===== src/rtl/inst_fetch_queue_pkg.sv =====
// ----------------------------------------------------------------------------
// inst_fetch_queue_pkg
// Shared definitions for the instruction fetch queue: bus widths, DEPTH
// limits, the default reset PC, the queue entry layout and a small PC helper.
// ----------------------------------------------------------------------------
package inst_fetch_queue_pkg;

    localparam int IFQ_ADDR_W    = 32;
    localparam int IFQ_DATA_W    = 32;
    localparam int IFQ_ENTRY_W   = IFQ_ADDR_W + IFQ_DATA_W;   // pc + inst

    // Legal range of the DEPTH parameter (power of two only).
    localparam int IFQ_DEPTH_MIN = 2;
    localparam int IFQ_DEPTH_MAX = 16;

    localparam logic [IFQ_ADDR_W-1:0] IFQ_RESET_PC = 32'hbfc0_0000;

    // One queue entry: the fetch address and the instruction returned for it.
    typedef struct packed {
        logic [IFQ_ADDR_W-1:0] pc;
        logic [IFQ_DATA_W-1:0] inst;
    } ifq_entry_t;

    // Sequential fetch address; wraps modulo 2^32.
    function automatic logic [IFQ_ADDR_W-1:0] ifq_next_pc(input logic [IFQ_ADDR_W-1:0] pc);
        return pc + 32'd4;
    endfunction

endpackage


===== src/rtl/ifq_fifo.sv =====
// ----------------------------------------------------------------------------
// ifq_fifo
// Storage for the instruction fetch queue: a DEPTH-entry circular buffer of
// {pc, inst} entries with read/write pointers and an occupancy count.
//
// Ports
//   clk    : clock, rising edge
//   rst    : asynchronous active-low reset
//   push   : write din at the tail
//   pop    : drop the head entry (caller guarantees count > 0)
//   clr    : flush everything; wins over push and pop
//   din    : entry to write
//   dout   : head entry, forced to zero while the buffer is empty
//   count  : number of occupied entries (0..DEPTH)
// ----------------------------------------------------------------------------
module ifq_fifo
    import inst_fetch_queue_pkg::*;
#(
    parameter int DEPTH = 4
) (
    input  logic                     clk,
    input  logic                     rst,
    input  logic                     push,
    input  logic                     pop,
    input  logic                     clr,
    input  logic [IFQ_ENTRY_W-1:0]   din,
    output logic [IFQ_ENTRY_W-1:0]   dout,
    output logic [$clog2(DEPTH):0]   count
);

    localparam int AW = $clog2(DEPTH);

    logic [IFQ_ENTRY_W-1:0] mem [DEPTH];
    logic [AW-1:0]          wr_ptr;
    logic [AW-1:0]          rd_ptr;

    // Pointers are exactly AW bits wide, so a power-of-two DEPTH wraps for free.
    always_ff @(posedge clk or negedge rst) begin
        if (!rst) begin
            wr_ptr <= '0;
            rd_ptr <= '0;
            count  <= '0;
        end else if (clr) begin
            wr_ptr <= '0;
            rd_ptr <= '0;
            count  <= '0;
        end else begin
            if (push) wr_ptr <= wr_ptr + 1'b1;
            if (pop)  rd_ptr <= rd_ptr + 1'b1;
            if (push && !pop)      count <= count + 1'b1;
            else if (!push && pop) count <= count - 1'b1;
        end
    end

    // NOTE: the entry array has no reset; its contents are only observable
    // through dout, which is masked to zero whenever count is zero.
    always_ff @(posedge clk) begin
        if (push && !clr) mem[wr_ptr] <= din;
    end

    assign dout = (count != '0) ? mem[rd_ptr] : '0;

endmodule


===== src/rtl/inst_fetch_queue.sv =====
// ----------------------------------------------------------------------------
// inst_fetch_queue
// Decouples instruction fetch from decode. Issues sequential fetches to the
// instruction SRAM, buffers each returned {pc, inst} in ifq_fifo and
// presents the head to ID. A redirect (br_e) flushes the queue and restarts
// fetching at br_target on the same edge.
//
// Ports
//   clk, rst            : clock; asynchronous active-low reset
//   stall               : ID frozen, no dequeue
//   br_e, br_target     : redirect pulse and new fetch address
//   mem_stall           : SRAM side refuses the current request
//   inst_sram_*         : fetch request (read-only: wen/wdata tied to 0)
//   inst_sram_rdata     : instruction, one cycle after an accepted request
//   out_valid/pc/inst   : queue head presented to ID
//   count               : occupied entries
// ----------------------------------------------------------------------------
module inst_fetch_queue
    import inst_fetch_queue_pkg::*;
#(
    parameter int                    DEPTH    = 4,
    parameter logic [IFQ_ADDR_W-1:0] RESET_PC = IFQ_RESET_PC
) (
    input  logic                   clk,
    input  logic                   rst,
    input  logic                   stall,
    input  logic                   br_e,
    input  logic [IFQ_ADDR_W-1:0]  br_target,
    input  logic                   mem_stall,
    output logic                   inst_sram_en,
    output logic [3:0]             inst_sram_wen,
    output logic [IFQ_ADDR_W-1:0]  inst_sram_addr,
    output logic [IFQ_DATA_W-1:0]  inst_sram_wdata,
    input  logic [IFQ_DATA_W-1:0]  inst_sram_rdata,
    output logic                   out_valid,
    output logic [IFQ_ADDR_W-1:0]  out_pc,
    output logic [IFQ_DATA_W-1:0]  out_inst,
    output logic [$clog2(DEPTH):0] count
);

    logic [IFQ_ADDR_W-1:0] fetch_pc;
    logic                  pend;     // a response is due this cycle
    logic                  squash;   // the response due this cycle is stale
    logic                  accept;
    logic                  push;
    logic                  pop;
    ifq_entry_t            din;
    ifq_entry_t            dout;

    assign inst_sram_wen   = 4'b0;
    assign inst_sram_wdata = 32'b0;

    // Credit check: an in-flight response already owns a slot, so only issue
    // when occupancy plus that reservation leaves room. Gated by rst so no
    // request leaves while reset is held.
    assign inst_sram_en   = rst && !br_e && ((int'(count) + int'(pend)) < DEPTH);
    assign inst_sram_addr = fetch_pc;
    assign accept         = inst_sram_en && !mem_stall;

    // fetch_pc has already advanced past the request now returning, and it
    // cannot have been redirected without also flushing this response.
    assign din.pc   = fetch_pc - 32'd4;
    assign din.inst = inst_sram_rdata;

    assign push = pend && !squash && !br_e;
    assign pop  = out_valid && !stall && !br_e;

    // NOTE: sequential state uses non-blocking assignments only, so every
    // register samples the pre-edge values regardless of statement order.
    always_ff @(posedge clk or negedge rst) begin
        if (!rst) begin
            fetch_pc <= RESET_PC;
            pend     <= 1'b0;
            squash   <= 1'b0;
        end else begin
            if (br_e)        fetch_pc <= br_target;
            else if (accept) fetch_pc <= ifq_next_pc(fetch_pc);
            pend   <= accept;
            // Issue is blocked during a redirect, so this only guards against
            // a response ever landing after the flush that invalidated it.
            squash <= br_e && accept;
        end
    end

    ifq_fifo #(
        .DEPTH (DEPTH)
    ) u_fifo (
        .clk   (clk),
        .rst   (rst),
        .push  (push),
        .pop   (pop),
        .clr   (br_e),
        .din   (din),
        .dout  (dout),
        .count (count)
    );

    assign out_valid = (count != '0);
    assign out_pc    = dout.pc;
    assign out_inst  = dout.inst;

endmodule


===== config.mk =====
export PLATFORM = sky130hd
export DESIGN_NAME = inst_fetch_queue
export DESIGN_NICKNAME = d
export VERILOG_FILES = /design/src/rtl/inst_fetch_queue_pkg.sv /design/src/rtl/ifq_fifo.sv /design/src/rtl/inst_fetch_queue.sv
export SDC_FILE = /design/constraint.sdc
export NUM_CORES = 1
export LEC_CHECK = 0
export ABC_AREA = 1
export BUFFER_PORTS_ARGS = -buffer_cell sky130_fd_sc_hd__clkbuf_2
export CORE_ASPECT_RATIO = 0.75
export CORE_MARGIN = 5
export CORE_UTILIZATION = 55
export CTS_BUF_LIST = sky130_fd_sc_hd__clkbuf_8
export DETAILED_ROUTE_END_ITERATION = 10
export PLACE_DENSITY = 0.75
export SLEW_MARGIN = 25
export SYNTH_ARGS = -nofsm -noshare
export SYNTH_HDL_FRONTEND = slang
export SYNTH_SLANG_ARGS = --single-unit

===== constraint.sdc =====
create_clock -name clk -period 4.71 [get_ports clk]
set_input_delay 0.2355 -clock clk [delete_from_list [all_inputs] [get_ports clk]]
set_output_delay 0.2355 -clock clk [all_outputs]
set_load 0.05 [all_outputs]

# == After elaboration in Yosys (flattened, before gate mapping) ==
# Memory sizes are Yosys's and may differ from the RTL's.
# Index checks and enable logic that the tools add are counted.
# totals
register_bits,41
mem_bits_rw,256
inputBits,69
output_inout_bits,137
word_cells,49
memories,1
# classes
addsub,7
order_cmp,1
muxes,12
n_reduce_logical,22
# memory_table
name,depth,width,read_ports,rd_ports_with_merged_regs,write_ports,line_no,rtl
u_fifo.mem,4,64,1,0,1,ifq_fifo.sv:33,logic [IFQ_ENTRY_W-1:0] mem [DEPTH];
# ops
operator,count
two-way mux 32 bit,2
two-way mux 64 bit,1
adder 32 x 3 -> 32 bit (second input constant),1
subtractor 32 x 3 -> 32 bit (second input constant),1
logical AND 1 bit,11
two-way mux 3 bit,3
two-way mux 2 bit,4
logical NOT 1 bit,6
nonzero test 2 bit,3
nonzero test 3 bit,2
adder 2 x 1 -> 2 bit (second input constant),2
adder 3 x 1 -> 4 bit,1
less-than comparator 4 x 3 -> 1 bit (second input constant),1
adder 3 x 1 -> 3 bit (second input constant),1
subtractor 3 x 1 -> 3 bit (second input constant),1
two-way mux 1 bit,2

# == Logic depth before layout (Yosys ltp) ==
# depth
ltp_word,8
ltp_mapped,10

# == Cells and area by module ==
# From an unflattened synthesis, not the netlist that was laid out.
# unflattened
hier_cells,1572
area_unflattened_um2,14423.8
# modules_own_cells
mod,n_inst,cells_per_inst,area_per_inst_um2
ifq_fifo,1,1004,10943.0
inst_fetch_queue,1,568,3480.8

# == Worst setup path after synthesis ==
# No wires, ideal clock.
# synth_path
kind,register to register
from,register squash
to,memory u_fifo.mem[0][0] (netlist name) (enable)
setup_ns,0.486
arrival_ns,3.404
required_ns,4.224
setup_slack_ns,0.820
stages_incl_launch_ff,6
path_cell_list,dfrtp_1 > inv_1 > nand2_1 > nor2_1 > inv_1 > nor2_1
# synth_between
elab_chain_len,6
# synth_rtl
item,line_no,rtl
from (decl),inst_fetch_queue.sv:43,logic squash;
from (signal assigned),inst_fetch_queue.sv:81,squash <= br_e && accept;
logical NOT 1 bit,inst_fetch_queue.sv:65,assign push = pend && !squash && !br_e;
logical AND 1 bit (2 in a row),inst_fetch_queue.sv:65,
logical AND 1 bit,ifq_fifo.sv:58,if (push && !clr) mem[wr_ptr] <= din;
two-way mux 1 bit,ifq_fifo.sv:58,
two-way mux 1 bit (not written as such),ifq_fifo.sv:58,
to (decl),ifq_fifo.sv:33,
# No other way between the ends.

# == Worst setup path after layout ==
# layout_path
from,register u_fifo.rd_ptr[0]
to,output port out_pc[14]
# layout_between
elab_chain_len,2
# layout_rtl
item,line_no,rtl
from (decl),ifq_fifo.sv:35,logic [AW-1:0] rd_ptr;
from (signal assigned),ifq_fifo.sv:49,if (pop) rd_ptr <= rd_ptr + 1'b1;
memory read (4 x 64 bit),--,
two-way mux 64 bit,ifq_fifo.sv:61,assign dout = (count != '0) ? mem[rd_ptr] : '0;
to (decl),inst_fetch_queue.sv:36,"output logic [IFQ_ADDR_W-1:0] out_pc,"
# No other way between the ends.

==> qor.yml <==
yosys:
  yosysTopAreaCell: "edfxtp_1"
  synth_top_family_by_area: "simple AND/OR/NAND/NOR gates"
  synth_top_flop_cell: "edfxtp_1"
  ys_types: 37
  synth_compound_area_share_pct: 8.613
  netlist_instances: 1386
  synth-async-reset-ratio_pct: 13.80
  synthTopCellsByCount: "nor2_1 (369), edfxtp_1 (256), nand2_1 (174)"
  ys_ff_latch: 297
  synth_edf_count: 256
  synth_warnings: 0
  yosys.area_share.xor_xnor_pct: 1.708
  synth.cell_area_um2: 13840
  synth_fa_ha_area_share_pct: 0.6869
  synthMuxAreaShare_pct: 0
  yosys.area_share.simple_pct: 19.80
  synth_area_leaders: "edfxtp_1 (56%), nor2_1 (10%), dfrtp_1 (5.8%)"
  synth_top_area_share_pct: 55.53
  synth.avg_cell_area_um2: 9.989
  synth_most_common_cell: "nor2_1"
  synth_seq_area_share_pct: 63.02
floorplan:
  ios: 206
  die_h_um: 147.4
  start_util_pct: 55.60
  design.core.area_um2: 24900
  num_rows: 50
  fp.dieW_um: 193.2
  die_area_um2: 28480
worst_hold_path:
  worstHoldEndpoint: "inst_sram_addr[18]$_DFFE_PN0P_"
  whs_path_depth: 5
  hp-class: "input port to flop"
  hold_start: "br_target[18]"
routing:
  drt-total-wl_um: 35070
  drt-initial-drc-count: 942
  ant_nets: 0
  firstDrtPassIters: 5
  drc_errors: 0
  post_drt_via_cell_ratio: 5.363
  vias: 10570
  wl_per_cell_um: 17.80
timing:
  skew_ps: 22.84
  finalCritPeriodShare_pct: 71.15
  fin_crit_ps: 3351
  rsz0062_at_grt: "no"
  finalSetupViolCount: 0
  whs_ps: 11.46
  max_slew_margin_pct: 33.92
  slew_violations: 0
  worst_pin_slew_ps: 988.9
  tns_ps: 0
  finalHoldViolations: 0
  clock.fmax_ghz: 0.2984
placed_design:
  gp_congestion: 0.9127
  port_buffers: 169
  dp_hpwl_um: 22010
clock_network:
  cts_tree: "yes"
  ctsResizeCount: 0
  clock-sinks: 297
  clk_latency_ps: 560
  clock_path_buffers: 3
  htreeDepth: 2
  clk_pin_slew_worst_paths_ps: 60
  numCtsBuffers: 46
  postCtsSetupRepairBufs: 0
  ctsHoldBuffers: 56
  clockRootBuffer: "clkbuf_8"
global_route:
  overflow: 0
  antenna_found_initial: 0
  grt_pass1_wl_um: 55970
  grt_usage_pct: 24.14
  grt_max_degree: 129
  grt_pass1_vias: 10530
flow_run:
  maxCapViolCount: 0
layout:
  antennaDiodeCount: 0
  fill_cells: 1964
  final_util_pct: 64.87
  nNetsFinal: 1675
  ff_latch_area_um2: 8730
  multi_input_area_um2: 4434
  area_growth_syn_to_layout_pct: 16.67
  drive_gt1_share_pct: 18.01
run_status:
  status: "finished clean"
critical_path:
  cp_max_fo: 66
  cp.arrival_ps: 3120
  r2r_end: "u_fifo.mem[2][2]$_DFFE_PP_"
  ff2ff_setup_slack_ps: 2290
  crit_path_start_kind: "flop"
  cp.required_ps: 4470
  rr_worst_depth: 5
  r2r_start: "pend$_DFF_PN0_"
  critPathKind: "flop to output port"
  setup.worst_path.end_class: "output port"
power_and_ir_drop:
  powerDensity_nw_per_um2: 501.0
  power.leakage_nw: 6.367
  peakVddDrop_mv: 0.3393
[metal layers]
metal  GRT usage [%]  up-vias  share of wire, %
li1                -     5023                 -
met1           34.51     4988                43
met2           38.32      486                46
met3           5.035       69               8.7
met4           6.299        0               2.0
met5               0        -                 0
[worst max-delay path, stage by stage (launching register included)]
cell      delay (ps)
dfrtp_4          880
buf_4            700
nor2_1           120
nor2_1           100
o21ai_0           90
a21oi_1          310
clkbuf_2         340
[stage by stage]
step,cell area [um2],instances,setup slack (ps),power [mW]
floorplan,13980,1422,819.7,5.450
global placement,14780,1832,1990,6.173
detailed placement,14810,1833,1964,6.214
CTS,16150,1970,1354,8.117
global route,16150,1970,1111,8.466
finish,16150,1970,1359,8.093
[sequential cells by signal (all words and copies together), names as in the netlist]
name	flops
inst_sram_addr	32
pend	1
squash	1
u_fifo.count	3
u_fifo.mem	256
u_fifo.rd_ptr	2
u_fifo.wr_ptr	2
[worst max path at each step]
stage,start,endpoint,slack (ps)
finish,u_fifo.rd_ptr[0]$_DFFE_PN0P_,out_pc[14],1360
floorplan,squash$_DFF_PN0_,u_fifo.mem[0][0]$_DFFE_PP_,820
CTS,u_fifo.rd_ptr[0]$_DFFE_PN0P_,out_inst[22],1350
global placement,br_e,u_fifo.mem[1][56]$_DFFE_PP_,1990
global route,u_fifo.rd_ptr[0]$_DFFE_PN0P_,out_pc[14],1110
detailed placement,u_fifo.rd_ptr[0]$_DFFE_PN0P_,out_pc[12],1960
[power breakdown]
part	total, mW	internal, mW	switching (mW)
logic	3.05	0.619	2.44
clock network	1.88	0.910	0.971
registers	3.16	2.98	0.180
total	8.09	4.51	3.59
[layout make-up]
cell class / instances / area share, %
clock inverter: 35 / 0.9373
inverter: 64 / 1.487
tap: 338 / 2.618
timing repair buffer: 237 / 9.543
multi-input combinational: 953 / 27.45
clock buffer: 46 / 3.919
sequential: 297 / 54.04
[placed cells by master, fill, tap and decap left out, types with 10 or more instances in the layout]
cell type and count:
conb_1 37, nor2_4 14, clkbuf_2 169, o21ai_0 141, xor2_1 24, dlygate4sd3_1 56, nand2_2 10, nand2_1 174
inv_2 11, clkbuf_8 46, nand3_1 57, inv_1 69, a21oi_1 72, edfxtp_1 256, dfrtp_1 30, clkinv_1 14
nor2_1 365
[logic make-up (layout without fill, tap and decap cells)]
family	after synthesis	count (layout)
AOI/OAI and AO/OA	233	233
xor gates and xnor gates	27	27
adders and majority gates	7	7
buffers and inverters	172	382
DFF	297	297
other	1	37
and+or+nand+nor	649	649
Note: power is estimated with default switching activity, not from simulation.
